===== src/rtl/spi_pkg.sv =====
// rtl/spi_pkg.sv - shared constants and state type for spi_slave_port
package spi_pkg;

    localparam int RX_VALID = 0;
    localparam int TX_FULL  = 1;
    localparam int OVERRUN  = 2;
    localparam int UNDERRUN = 3;
    localparam int IE_RX    = 8;
    localparam int IE_TX    = 9;
    localparam int SELECTED = 31;

    localparam logic [7:0] UNDERRUN_FILL = 8'hFF;
    localparam logic [3:0] FRAME_LEN     = 4'd8;

    typedef enum logic {
        ST_IDLE,
        ST_SELECTED
    } spi_state_t;

endpackage


===== src/rtl/spi_sync_edge.sv =====
// rtl/spi_sync_edge.sv - 2-FF synchronizer plus history FF giving rise/fall pulses
module spi_sync_edge #(
    parameter logic RESET_VAL = 1'b1
) (
    input  logic clk,
    input  logic reset,
    input  logic din,
    output logic level,
    output logic rise,
    output logic fall
);
    logic sync1, sync2, hist;

    always_ff @(posedge clk) begin
        if (reset) begin
            sync1 <= RESET_VAL;
            sync2 <= RESET_VAL;
            hist  <= RESET_VAL;
        end else begin
            sync1 <= din;
            sync2 <= sync1;
            hist  <= sync2;
        end
    end

    assign level = sync2;
    assign rise  = sync2 & ~hist;
    assign fall  = ~sync2 & hist;

endmodule


===== src/rtl/spi_slave_port.sv =====
// rtl/spi_slave_port.sv - SPI target, CPHA=0 MSB first 8-bit frames; irq output under SPI_SLAVE_PORT_IRQ_EN
module spi_slave_port
    import spi_pkg::*;
#(
    parameter logic CPOL = 1'b0
) (
    input  logic        clk,
    input  logic        reset,
    input  logic        ctrl,
    input  logic        valid,
    output logic        ready,
    input  logic [3:0]  wstrb,
    input  logic [31:0] wdata,
    output logic [31:0] rdata,
    input  logic        spi_sclk,
    input  logic        spi_cs_n,
    input  logic        spi_mosi,
    output logic        spi_miso,
    output logic        spi_miso_oe
`ifdef SPI_SLAVE_PORT_IRQ_EN
    ,
    output logic        irq
`endif
);
    localparam logic [2:0] LAST_BIT = 3'(FRAME_LEN - 4'd1);

    logic sclk_rise, sclk_fall, cs_rise, cs_fall, mosi_lvl;
    logic unused_sclk_lvl, unused_cs_lvl, unused_mosi_rise, unused_mosi_fall;

    spi_sync_edge #(.RESET_VAL(CPOL)) u_sclk (
        .clk(clk), .reset(reset), .din(spi_sclk),
        .level(unused_sclk_lvl), .rise(sclk_rise), .fall(sclk_fall)
    );
    spi_sync_edge #(.RESET_VAL(1'b1)) u_cs (
        .clk(clk), .reset(reset), .din(spi_cs_n),
        .level(unused_cs_lvl), .rise(cs_rise), .fall(cs_fall)
    );
    spi_sync_edge #(.RESET_VAL(1'b1)) u_mosi (
        .clk(clk), .reset(reset), .din(spi_mosi),
        .level(mosi_lvl), .rise(unused_mosi_rise), .fall(unused_mosi_fall)
    );

    spi_state_t state;
    logic [2:0] bit_cnt;
    logic [7:0] rx_shift, tx_shift, rx_byte, tx_buf, reload_byte, rx_next;
    logic       rx_valid, tx_full, overrun, underrun;
    logic       lead, trail, rd_pop, wr_tx, wr_ctl;
    logic       ie_rx, ie_tx;

    assign lead        = CPOL ? sclk_fall : sclk_rise;
    assign trail       = CPOL ? sclk_rise : sclk_fall;
    assign rd_pop      = valid && ready && ctrl && (wstrb == 4'b0000);
    assign wr_tx       = valid && ready && ctrl && wstrb[0];
    assign wr_ctl      = valid && ready && !ctrl && wstrb[0];
    assign reload_byte = tx_full ? tx_buf : UNDERRUN_FILL;
    assign rx_next     = {rx_shift[6:0], mosi_lvl};

    // Statement order encodes priority: set beats W1C, completion beats pop, CPU write beats reload clear.
    always_ff @(posedge clk) begin
        if (reset) begin
            state       <= ST_IDLE;
            ready       <= 1'b0;
            spi_miso    <= 1'b0;
            spi_miso_oe <= 1'b0;
            rx_byte     <= 8'h00;
            rx_valid    <= 1'b0;
            tx_buf      <= 8'h00;
            tx_full     <= 1'b0;
            overrun     <= 1'b0;
            underrun    <= 1'b0;
            bit_cnt     <= 3'd0;
            rx_shift    <= 8'h00;
            tx_shift    <= 8'h00;
            ie_rx       <= 1'b0;
            ie_tx       <= 1'b0;
        end else begin
            ready <= valid && !ready;
            if (rd_pop) rx_valid <= 1'b0;
            if (wr_ctl) begin
                if (wdata[OVERRUN])  overrun  <= 1'b0;
                if (wdata[UNDERRUN]) underrun <= 1'b0;
`ifdef SPI_SLAVE_PORT_IRQ_EN
                ie_rx <= wdata[IE_RX];
                ie_tx <= wdata[IE_TX];
`endif
            end
            case (state)
                ST_IDLE: begin
                    if (cs_fall) begin
                        state       <= ST_SELECTED;
                        tx_shift    <= reload_byte;
                        spi_miso    <= reload_byte[7];
                        tx_full     <= 1'b0;
                        if (!tx_full) underrun <= 1'b1;
                        bit_cnt     <= 3'd0;
                        rx_shift    <= 8'h00;
                        spi_miso_oe <= 1'b1;
                    end
                end
                ST_SELECTED: begin
                    if (cs_rise) begin
                        state       <= ST_IDLE;
                        bit_cnt     <= 3'd0;
                        rx_shift    <= 8'h00;
                        spi_miso_oe <= 1'b0;
                    end else if (lead) begin
                        rx_shift <= rx_next;
                        bit_cnt  <= bit_cnt + 3'd1;
                        if (bit_cnt == LAST_BIT) begin
                            rx_byte  <= rx_next;
                            rx_valid <= 1'b1;
                            if (rx_valid && !rd_pop) overrun <= 1'b1;
                        end
                    end else if (trail) begin
                        if (bit_cnt != 3'd0) begin
                            tx_shift <= {tx_shift[6:0], 1'b0};
                            spi_miso <= tx_shift[6];
                        end else begin
                            tx_shift <= reload_byte;
                            spi_miso <= reload_byte[7];
                            tx_full  <= 1'b0;
                            if (!tx_full) underrun <= 1'b1;
                        end
                    end
                end
                default: state <= ST_IDLE;
            endcase
            if (wr_tx) begin
                tx_buf  <= wdata[7:0];
                tx_full <= 1'b1;
            end
        end
    end

`ifdef SPI_SLAVE_PORT_IRQ_EN
    always_ff @(posedge clk) begin
        if (reset) irq <= 1'b0;
        else       irq <= (rx_valid & ie_rx) | (!tx_full & ie_tx);
    end
`endif

    always_comb begin
        rdata = 32'h0;
        if (ctrl) begin
            rdata[7:0] = rx_byte;
        end else begin
            rdata[SELECTED] = (state == ST_SELECTED);
            rdata[UNDERRUN] = underrun;
            rdata[OVERRUN]  = overrun;
            rdata[TX_FULL]  = tx_full;
            rdata[RX_VALID] = rx_valid;
`ifdef SPI_SLAVE_PORT_IRQ_EN
            rdata[IE_RX]    = ie_rx;
            rdata[IE_TX]    = ie_tx;
`endif
        end
    end

endmodule


===== config.mk =====
export PLATFORM = sky130hd
export DESIGN_NAME = spi_slave_port
export DESIGN_NICKNAME = d
export VERILOG_FILES = /design/src/rtl/spi_pkg.sv /design/src/rtl/spi_sync_edge.sv /design/src/rtl/spi_slave_port.sv
export SDC_FILE = /design/constraint.sdc
export NUM_CORES = 1
export LEC_CHECK = 0
export ABC_AREA = 0
export CORE_MARGIN = 2
export CORE_UTILIZATION = 30
export CTS_CLUSTER_SIZE = 28
export DETAILED_ROUTE_END_ITERATION = 10
export PLACE_DENSITY = 0.66
export SETUP_SLACK_MARGIN = 0.3
export SYNTH_ARGS = -nofsm -noshare
export SYNTH_HDL_FRONTEND = slang
export SYNTH_SLANG_ARGS = --single-unit
export TNS_END_PERCENT = 5

===== constraint.sdc =====
create_clock -name clk -period 1.5 [get_ports clk]
set_input_delay 0.225 -clock clk [delete_from_list [all_inputs] [get_ports clk]]
set_output_delay 0.225 -clock clk [all_outputs]
set_load 0.1 [all_outputs]

==> results of run 1 <==
==> layer usage <==
| metal | track usage (%) | vias to the layer above | share of wire [%] |
|---|---|---|---|
| met3 | 2.57 | 5 | 3.7 |
| met4 | 3.03 | 0 | 0.90 |
| met2 | 17.2 | 35 | 49 |
| met1 | 13.1 | 800 | 46 |
| li1 | - | 878 | - |
| met5 | 0 | - | 0 |
==> power by group through the flow <==
stage          logic (uW)  clock network (uW)  registers [uW]
2_1_floorplan         426                   0            1430
3_3_place_gp          540                   0            1390
3_5_place_dp          543                   0            1390
4_1_cts               544                1120            1360
5_1_grt               575                1170            1360
6_report              552                1090            1360
==> kinds of logic after synthesis <==
kind of cell	Yosys count
adder cells (fa/ha/maj)	3
AO/OA/AOI/OAI	31
other	1
multiplexers	21
flip-flops	49
buffers and inverters	43
AND/OR/NAND/NOR	101
==> layout make-up <==
class	count	area, sq um	share of cell area (%)
flip-flops and latches	49	995	31.6
multi-input cells	179	1240	39.4
clock buffers	5	68.8	2.19
well taps	99	124	3.94
inverters	7	31.3	0.994
clock inverters	3	65.1	2.07
repair buffers	49	623	19.8
==> worst paths after layout <==
check	from	to	slack, ns	cells past startpoint
worst min register to register	u_cs.sync1$_SDFF_PP1_	u_cs.level$_SDFF_PP1_	0.41	1
worst max register to register	bit_cnt[0]$_SDFFE_PP0P_	rx_byte[2]$_SDFFE_PP0P_	0.04	7
worst min-delay path	reset	u_sclk.hist$_SDFF_PP0_	0.25	2
worst max-delay path	bit_cnt[0]$_SDFFE_PP0P_	rx_byte[2]$_SDFFE_PP0P_	0.04	7
==> state kept, by name, indices dropped and copies added, names as in the netlist, 3 cells and up <==
| name | count |
|---|---|
| rx_shift | 7 |
| tx_shift | 7 |
| rx_byte | 8 |
| tx_buf | 8 |
| bit_cnt | 3 |
==> timing repair <==
action,4_1_cts,5_1_grt
cloned,0,1
setup buffers,0,2
hold buffers,0,0
pin swaps,0,8
gates resized for setup,8,34
endpoints found under the setup margin,47,39
==> worst reg2reg max path: cells and delay by family (launching register included) <==
| family | cells | cell delay (ns) |
|---|---|---|
| buf+inv | 2 | 0.32 |
| mux | 1 | 0.17 |
| flops | 1 | 0.34 |
| simple gates | 2 | 0.22 |
| fa+ha+maj | 2 | 0.30 |
==> per-stage QoR <==
stage / utilization (%) / hold slack [ns] / area, sq um / TNS (ns)
global route: 42.9 / 0.251 / 3150 / -0.0406
global placement: 38.9 / 0.393 / 2850 / -2.17
finish: 42.9 / 0.248 / 3150 / 0
CTS: 40.9 / 0.246 / 3000 / 0
detailed placement: 38.9 / 0.394 / 2850 / -2.46
floorplan: - / 0.329 / 2400 / 0
==> layout by cell type (no fill, tap or decap), drive strengths merged <==
master,count
and4b,1
clkinv,1
nand4,2
nor3,1
nor3b,2
a41oi,1
clkdlybuf4s50,16
dfxtp,49
nand2b,13
nand3b,7
mux2,4
and2,4
nand3,1
nor2,20
o41ai,7
or4,2
o21a,1
a2bb2oi,1
nor2b,3
a221o,1
o22ai,1
o21ai,4
nand2,31
conb,23
bufinv,2
a21oi,15
buf,32
inv,7
clkbuf,6
or3,1
and3b,7
mux2i,17
or2,5
and2b,1
ha,3
==> impl_metrics.json, run 1 <==
{
  "synth_simple_gate_area_share_pct": 23.9,
  "criticalPathCategory": "flip-flop to flip-flop",
  "cp_slowest_stage_delay_ns": 0.34,
  "run_status": "finished, final reports clean",
  "clk_pin_slew_worst_paths_ns": 0.09,
  "grt_pass1_wl_um": 7110,
  "routed-via-count": 1718,
  "remaining_drc_errors": 0,
  "grt_overflow": 0,
  "grt_usage_pct": 10.3,
  "grt_antenna_before_repair": 0,
  "combPwrFrac_pct": 18.4,
  "pwr-share-seq_pct": 45.2,
  "grt_start_max_net_pins": 47,
  "hold_path_class": "input pin to flip-flop",
  "post-synth-top-count-cell": "sky130_fd_sc_hd__dfxtp_1",
  "cpMostUsedCell": "sky130_fd_sc_hd__ha_4",
  "crit_required_ns": 1.69,
  "unrepaired_setup_endpoints_after_global_routing": "yes",
  "cts_tree": "done",
  "layout.filler_cells": 686,
  "area_growth_pct": 36.8,
  "max-clock-path-buffers": 2,
  "drive_gt1_share_pct": 29.8,
  "period_minus_slack_ns": 1.46,
  "num_rows": 31,
  "cap_violations": 0,
  "worstPathBufferInverterCount": 2,
  "synth_mux_area_share_pct": 9.36,
  "skew_ns": 0.00742,
  "core_area_sq_um": 7330,
  "switchingPower_uw": 866,
  "synth_compound_area_share_pct": 10.7,
  "tritoncts.num_buffers": 5,
  "drt_iter0_drc": 87,
  "netlist_top_cells_area": "sky130_fd_sc_hd__dfxtp_1, sky130_fd_sc_hd__buf_4, sky130_fd_sc_hd__mux2i_1",
  "floorplan.die_area_sq_um": 8380,
  "yosys_register_bits": 49,
  "gp_congestion": 0.765,
  "critPathArrivalTime_ns": 1.66,
  "critical_path.top_delay_family": "flip-flops",
  "synth_seq_area_share_pct": 42.7,
  "drt_first_pass_iters": 4,
  "initial_utilization_pct": 31.4,
  "dp_slack_ns": -0.186,
  "first_global_vias": 1525,
  "report.final.hold_viol_count": 0,
  "max-vdd-ir-drop_mv": 0.556,
  "number_of_distinct_library_cells_after_synthesis": 41,
  "worst_skew_pair.late_latency_ns": 0.30,
  "setup.worst_path.start_class": "flip-flop",
  "synth_enable_flop_cells": 0,
  "routed_wl_um": 4420,
  "i_o_pins": 78,
  "floorplan.die.width_um": 91.6,
  "post_synth.cell_area_avg_sq_um": 9.24,
  "instances_no_fill": 391,
  "worstPathCellList": "buf_6 > ha_4 > ha_4 > nand4_1 > clkbuf_16 > mux2i_1 > nor2_1",
  "cts-root-buf": "sky130_fd_sc_hd__clkbuf_8",
  "buffer_ports.inserted": 30,
  "cpMaxStageDelayCell": "sky130_fd_sc_hd__dfxtp_2",
  "hpwlAfterDp_um": 3090,
  "routed_via_density": 4.39,
  "yosys.area_share.xor_xnor_pct": 0,
  "finalCritPeriodShare_pct": 97.6,
  "power.switching_fraction_pct": 28.8,
  "avgRoutedWirePerCell_um": 11.3,
  "ant_nets": 0,
  "finish.net_count": 337,
  "cp-end-kind": "flip-flop",
  "power.density_nw_per_um2": 956,
  "setup_ws_ns": 0.0366,
  "clock_power_share_pct": 36.4,
  "yosysTopAreaCellShare_pct": 42.7,
  "syn-instance-count": 249,
  "die_extent_in_y_um": 91.6,
  "antenna-diode-count": 0,
  "place_inst": 380,
  "synth.yosys.warnings": 0,
  "internal_power_uw": 2140,
  "number_of_h_tree_branching_levels": 2,
  "synth_commonest_cells": "sky130_fd_sc_hd__dfxtp_1, sky130_fd_sc_hd__nand2_1, sky130_fd_sc_hd__buf_4, sky130_fd_sc_hd__nor2_1, sky130_fd_sc_hd__mux2i_1",
  "synth-async-reset-ratio_pct": 0,
  "finalSetupViolCount": 0,
  "critical_path.max_fanout": 5,
  "synth_largest_area_cell": "sky130_fd_sc_hd__dfxtp_1",
  "cts_num_sinks": 49,
  "synth_top_family_by_area": "simple AND/OR/NAND/NOR gates",
  "power.leakage_uw": 0.00129,
  "post_synth_instance_area_sq_um": 2300,
  "maxClockFrequency_mhz": 683,
  "dominantRegCellSynth": "sky130_fd_sc_hd__dfxtp_1",
  "post_synth_fa_ha_maj_area_fraction_pct": 1.63,
  "final_max_slew_viol_count": 0,
  "report.power.total_uw": 3010
}
Note: power is estimated with default switching activity, not from simulation.
==> run 2: changes to the inputs <==
--- a/config.mk
+++ b/config.mk
@@ -10,7 +10,8 @@
 export CORE_UTILIZATION = 30
 export CTS_CLUSTER_SIZE = 28
 export DETAILED_ROUTE_END_ITERATION = 10
-export PLACE_DENSITY = 0.66
+export PLACE_DENSITY = 0.65
+export RECOVER_POWER = 100
 export SETUP_SLACK_MARGIN = 0.3
 export SYNTH_ARGS = -nofsm -noshare
 export SYNTH_HDL_FRONTEND = slang
==> constraint.sdc (replaced) <==
create_clock -name clk -period 1.6 [get_ports clk]
set_input_delay 0.24 -clock clk [delete_from_list [all_inputs] [get_ports clk]]
set_output_delay 0.24 -clock clk [all_outputs]
set_load 0.1 [all_outputs]
==> run 2 against run 1 <==
  * Core utilization shrank 1.7 points
  * Wire length up 1.2%
  * Clock power is 34% lower
  * Sequential share of layout area up 1.2 points
  * Global-route usage increased by 0.81 points
  * Final cell count stayed put
  * Combinational power is 9.2% lower
==> impl_metrics.json, run 2 (synthesis results as in run 1) <==
{
  "routed-via-count": 1706,
  "tightestPinTransition_ns": 0.548,
  "worst_r2r_startpoint": "bit_cnt[1]$_SDFFE_PP0P_",
  "final_cell_mix": "sky130_fd_sc_hd__dfxtp_1, sky130_fd_sc_hd__nand2_1, sky130_fd_sc_hd__conb_1, sky130_fd_sc_hd__nor2_1, sky130_fd_sc_hd__mux2i_1",
  "first_global_vias": 1665,
  "report.final.hold_viol_count": 0,
  "buffer_ports.inserted": 30,
  "run_status": "finished, final reports clean",
  "critPathArrivalTime_ns": 1.70,
  "unrepaired_setup_endpoints_after_global_routing": "yes",
  "worst_skew_pair.late_latency_ns": 0.31,
  "power.density_nw_per_um2": 823,
  "worst_slew_margin_rel_pct": 63.6,
  "num_rows": 31,
  "die_extent_in_y_um": 91.6,
  "maxClockFrequency_mhz": 683,
  "core_area_sq_um": 7330,
  "grt_start_max_net_pins": 27,
  "clk_pin_slew_worst_paths_ns": 0.09,
  "grt_overflow": 0,
  "post-route-cell-area_sq_um": 3020,
  "postCtsHoldBufs": 0,
  "initial_utilization_pct": 31.4,
  "criticalPathCategory": "flip-flop to flip-flop",
  "final_core_utilization_pct": 41.2,
  "antenna-diode-count": 0,
  "number_of_h_tree_branching_levels": 2,
  "worstRegToRegCells": 7,
  "top_regs": "rx_byte: 8 flops, tx_buf: 8 flops",
  "skew_ns": 0.0136,
  "finish.net_count": 337,
  "hold_path_class": "input pin to flip-flop",
  "routed_wl_um": 4480,
  "max-clock-path-buffers": 2,
  "dp_slack_ns": -0.108,
  "drt_iter0_drc": 78,
  "setup.worst_path.start_class": "flip-flop",
  "setup_ws_ns": 0.137,
  "cap_violations": 0,
  "worst_setup_path_startpoint": "bit_cnt[1]$_SDFFE_PP0P_",
  "post_dp_cell_area_sq_um": 2850,
  "grt_antenna_before_repair": 0,
  "drive_gt1_share_pct": 25.0,
  "period_minus_slack_ns": 1.46,
  "gp_congestion": 0.749,
  "finalSetupViolCount": 0,
  "floorplan.die.width_um": 91.6,
  "floorplan.die_area_sq_um": 8380,
  "cts_tree": "done",
  "timing.hold.worst.start": "reset",
  "area_growth_pct": 31.3,
  "power.leakage_uw": 0.00124,
  "min_path_cells": 2,
  "drt_first_pass_iters": 4,
  "final_max_slew_viol_count": 0,
  "cts-root-buf": "sky130_fd_sc_hd__clkbuf_8",
  "most_common_library_cell_in_the_layout_ignoring_fill_and_taps": "sky130_fd_sc_hd__dfxtp_1",
  "ant_nets": 0,
  "grt_usage_pct": 11.1,
  "remaining_drc_errors": 0,
  "critical_path.max_fanout": 3,
  "i_o_pins": 78,
  "routed_via_density": 4.36,
  "tritoncts.num_buffers": 5,
  "avgRoutedWirePerCell_um": 11.5,
  "max-vdd-ir-drop_mv": 0.487,
  "cts_num_sinks": 49,
  "hpwlAfterDp_um": 3170,
  "grt_pass1_wl_um": 7530,
  "finalCritPeriodShare_pct": 91.5,
  "cp-end-kind": "flip-flop",
  "crit_required_ns": 1.84
}
-- run 2: cell count changes in the layout (fill, tap and decap cells not counted), sizes merged --
cell and change:
buf -7, clkbuf +7, clkdlybuf4s50 -4, dlygate4sd3 +4
bufinv -2, clkinv +1, clkinvlp +1
-- run 2: per-stage QoR --
step	hold WS [ns]	power [uW]	TNS, ns	std cells
floorplan	0.344	1740	0	271
global placement	0.394	1810	-1.23	379
detailed placement	0.395	1820	-1.52	379
CTS	0.326	2550	0	388
global route	0.360	2600	0	391
finish	0.326	2490	0	391
-- run 2: final timing paths --
check,endpoint,slack (ns)
setup / recovery,underrun$_SDFF_PP0_,0.14
hold / removal,rx_byte[4]$_SDFFE_PP0P_,0.33
setup reg to reg,underrun$_SDFF_PP0_,0.14
hold reg to reg,u_cs.level$_SDFF_PP1_,0.41
-- run 2: final cells by class --
| class | count | area, sq um |
|---|---|---|
| repair buffers | 49 | 572 |
| fillers | 724 | 4310 |
| clock buffers | 5 | 68.8 |
| flip-flops and latches | 49 | 992 |
| well taps | 99 | 124 |
| multi-input cells | 179 | 1220 |
| clock inverters | 3 | 17.5 |
| inverters | 7 | 26.3 |
-- run 2: layer usage --
layer	track usage (%)	wire length, um
met2	19.1	2260
met3	2.74	156
met5	0	0
met1	13.4	2000
met4	4.17	61
-- run 2: power breakdown --
| group | internal (uW) | switching (uW) | leakage [uW] |
|---|---|---|---|
| clock | 302 | 412 | 0.0000439 |
| sequential | 1250 | 22.7 | 0.000401 |
| combinational | 120 | 380 | 0.000793 |
| total | 1670 | 815 | 0.00124 |
-- run 2: critical path: stages (launching register included) --
cell	delay, ns
sky130_fd_sc_hd__dfxtp_4	0.37
sky130_fd_sc_hd__inv_2	0.07
sky130_fd_sc_hd__ha_4	0.14
sky130_fd_sc_hd__nand2b_4	0.06
sky130_fd_sc_hd__buf_4	0.13
sky130_fd_sc_hd__o21a_1	0.18
sky130_fd_sc_hd__or3_4	0.33
sky130_fd_sc_hd__a21oi_2	0.11
-- run 2: timing repair --
item                                   4_1_cts  5_1_grt
resized for setup                           15       11
endpoints found under the hold margin        0        0
pin swaps                                    0        3
setup endpoints to repair                   46       39
gates cloned                                 0        1
setup buffers                                1        2
==> run 3: changes to the inputs <==
--- a/config.mk
+++ b/config.mk
@@ -6,8 +6,10 @@
 export NUM_CORES = 1
 export LEC_CHECK = 0
 export ABC_AREA = 0
+export CORE_ASPECT_RATIO = 0.7
 export CORE_MARGIN = 2
 export CORE_UTILIZATION = 30
+export CTS_CLUSTER_DIAMETER = 200
 export CTS_CLUSTER_SIZE = 28
 export DETAILED_ROUTE_END_ITERATION = 10
 export PLACE_DENSITY = 0.65
==> run 3 against run 2 <==
  * Core utilization shrank 0.73 points
  * Combinational power is essentially flat
  * Count of clock-buffer cells in the layout grew 1
==> impl_metrics.json, run 3 (synthesis results as in run 1) <==
{
  "tritoncts.num_buffers": 5,
  "routed_wl_um": 5040,
  "report.final.hold_viol_count": 0,
  "avgRoutedWirePerCell_um": 12.7,
  "drt_first_pass_iters": 4,
  "drt_iter0_drc": 37,
  "power.density_nw_per_um2": 891,
  "tightestPinTransition_ns": 0.793,
  "worst_hold_endpoint": "u_mosi.level$_SDFF_PP1_",
  "i_o_pins": 78,
  "floorplan.die_area_sq_um": 8390,
  "reg2reg_slack_ns": 0.10,
  "gp_congestion": 0.797,
  "setup.worst_path.start_class": "flip-flop",
  "final_core_utilization_pct": 40.5,
  "post-route-cell-area_sq_um": 2970,
  "worstRegToRegCells": 8,
  "worst_setup_path_startpoint": "bit_cnt[0]$_SDFFE_PP0P_",
  "grt_usage_pct": 11.7,
  "max-clock-path-buffers": 2,
  "crit_required_ns": 1.79,
  "hpwlAfterDp_um": 3260,
  "top_regs": "rx_byte: 8 flops, tx_buf: 8 flops",
  "dp_slack_ns": -0.180,
  "remaining_drc_errors": 0,
  "unrepaired_setup_endpoints_after_global_routing": "yes",
  "finish.net_count": 344,
  "postCtsHoldBufs": 0,
  "cap_violations": 0,
  "maxClockFrequency_mhz": 668,
  "hold_path_class": "flip-flop to flip-flop",
  "first_global_vias": 1552,
  "ff_latch_area_sq_um": 990,
  "cts_num_sinks": 49,
  "floorplan.die.width_um": 109,
  "final_max_slew_viol_count": 0,
  "regToRegEndpoint": "rx_byte[0]$_SDFFE_PP0P_",
  "criticalPathCategory": "flip-flop to flip-flop",
  "critPathArrivalTime_ns": 1.69,
  "num_rows": 26,
  "antenna-diode-count": 0,
  "skew_ns": 0.00731,
  "final_cell_mix": "sky130_fd_sc_hd__dfxtp_1, sky130_fd_sc_hd__nand2_1, sky130_fd_sc_hd__conb_1, sky130_fd_sc_hd__buf_4, sky130_fd_sc_hd__nor2_1",
  "ant_nets": 0,
  "critical_path.max_fanout": 5,
  "number_of_h_tree_branching_levels": 2,
  "max-vdd-ir-drop_mv": 0.362,
  "finalCritPeriodShare_pct": 93.5,
  "power.leakage_uw": 0.00126,
  "clk_pin_slew_worst_paths_ns": 0.09,
  "worst_slew_margin_rel_pct": 47.1,
  "grt_pass1_wl_um": 7770,
  "post_dp_cell_area_sq_um": 2840,
  "most_common_library_cell_in_the_layout_ignoring_fill_and_taps": "sky130_fd_sc_hd__dfxtp_1",
  "worst_skew_pair.late_latency_ns": 0.30,
  "routed_via_density": 4.40,
  "cts-root-buf": "sky130_fd_sc_hd__clkbuf_8",
  "die_extent_in_y_um": 77.3,
  "worst_r2r_startpoint": "bit_cnt[0]$_SDFFE_PP0P_",
  "run_status": "finished, final reports clean",
  "cp-end-kind": "flip-flop",
  "period_minus_slack_ns": 1.50,
  "drive_gt1_share_pct": 23.1,
  "grt_overflow": 0,
  "setup_ws_ns": 0.103,
  "timing.hold.worst.start": "u_mosi.sync1$_SDFF_PP1_",
  "min_path_cells": 1,
  "finalSetupViolCount": 0,
  "routed-via-count": 1745,
  "area_growth_pct": 29.3,
  "layout.filler_cells": 758,
  "core_area_sq_um": 7350,
  "initial_utilization_pct": 31.3,
  "grt_start_max_net_pins": 23,
  "worst_hold_slack_ns": 0.416,
  "buffer_ports.inserted": 30,
  "area_occupied_by_multi_input_gates_sq_um": 1190,
  "tns_ns": 0,
  "cts_tree": "done",
  "grt_antenna_before_repair": 0
}
==> run 3: cell count changes in the layout (fill, tap and decap cells not counted), moves of 2 or more <==
cell                       before  now
sky130_fd_sc_hd__buf_12        13    6
sky130_fd_sc_hd__o41ai_1        2    5
sky130_fd_sc_hd__buf_4         10   20
sky130_fd_sc_hd__o41ai_2        5    2
sky130_fd_sc_hd__clkinv_2       2    0
sky130_fd_sc_hd__mux2_2         2    0
sky130_fd_sc_hd__dfxtp_1       44   46
sky130_fd_sc_hd__clkbuf_4       1    3
sky130_fd_sc_hd__dfxtp_2        3    1
sky130_fd_sc_hd__and2_0         2    0
==> run 3: critical path: stages, from the launching register on <==
cell                        delay [ns]
sky130_fd_sc_hd__dfxtp_1          0.33
sky130_fd_sc_hd__buf_6            0.12
sky130_fd_sc_hd__ha_4             0.14
sky130_fd_sc_hd__ha_1             0.18
sky130_fd_sc_hd__nand4_1          0.10
sky130_fd_sc_hd__buf_4            0.14
sky130_fd_sc_hd__clkbuf_16        0.14
sky130_fd_sc_hd__mux2i_1          0.20
sky130_fd_sc_hd__nor2_1           0.05
==> run 3: per-layer routing <==
| metal | share of wire, % | GRT usage, % | vias to the layer above |
|---|---|---|---|
| li1 | - | - | 893 |
| met1 | 50 | 16.9 | 807 |
| met2 | 43 | 16.6 | 40 |
| met3 | 6.3 | 3.57 | 5 |
| met4 | 0.68 | 3.46 | 0 |
| met5 | 0 | 0 | - |
==> run 3: worst max path at each step <==
stage / to / slack (ns)
4_1_cts: underrun$_SDFF_PP0_ / 0.13
6_report: rx_byte[0]$_SDFFE_PP0P_ / 0.10
3_5_place_dp: overrun$_SDFF_PP0_ / -0.18
3_3_place_gp: overrun$_SDFF_PP0_ / -0.13
2_1_floorplan: rdata[4] / 0.16
5_1_grt: tx_shift[6]$_SDFFE_PP0P_ / 0.04
==> run 3: stage by stage <==
step                cells  total power, uW
global route          397             2760
finish                397             2650
floorplan             271             1740
CTS                   394             2710
detailed placement    380             1810
global placement      380             1810
==> run 3: layout make-up <==
cell class | instances | area share (%)
Clock inverter | 2 | 1.30
Timing Repair Buffer | 55 | 18.0
Tap cell | 98 | 4.12
Inverter | 7 | 0.883
Multi-Input combinational cell | 180 | 39.9
Clock buffer | 6 | 2.44
Sequential cell | 49 | 33.3
==> run 3: what timing repair did <==
action | CTS | global route
pin swaps | 3 | 2
gates resized for setup | 19 | 10
hold endpoints to repair | 0 | 0
setup endpoints to repair | 38 | 39
buffers inserted | 4 | 2
cloned | 2 | 1
==> run 3: power breakdown <==
| part | switching (uW) | total [uW] | internal [uW] |
|---|---|---|---|
| sequential | 21.8 | 1270 | 1250 |
| combinational | 383 | 499 | 116 |
| clock | 412 | 881 | 470 |
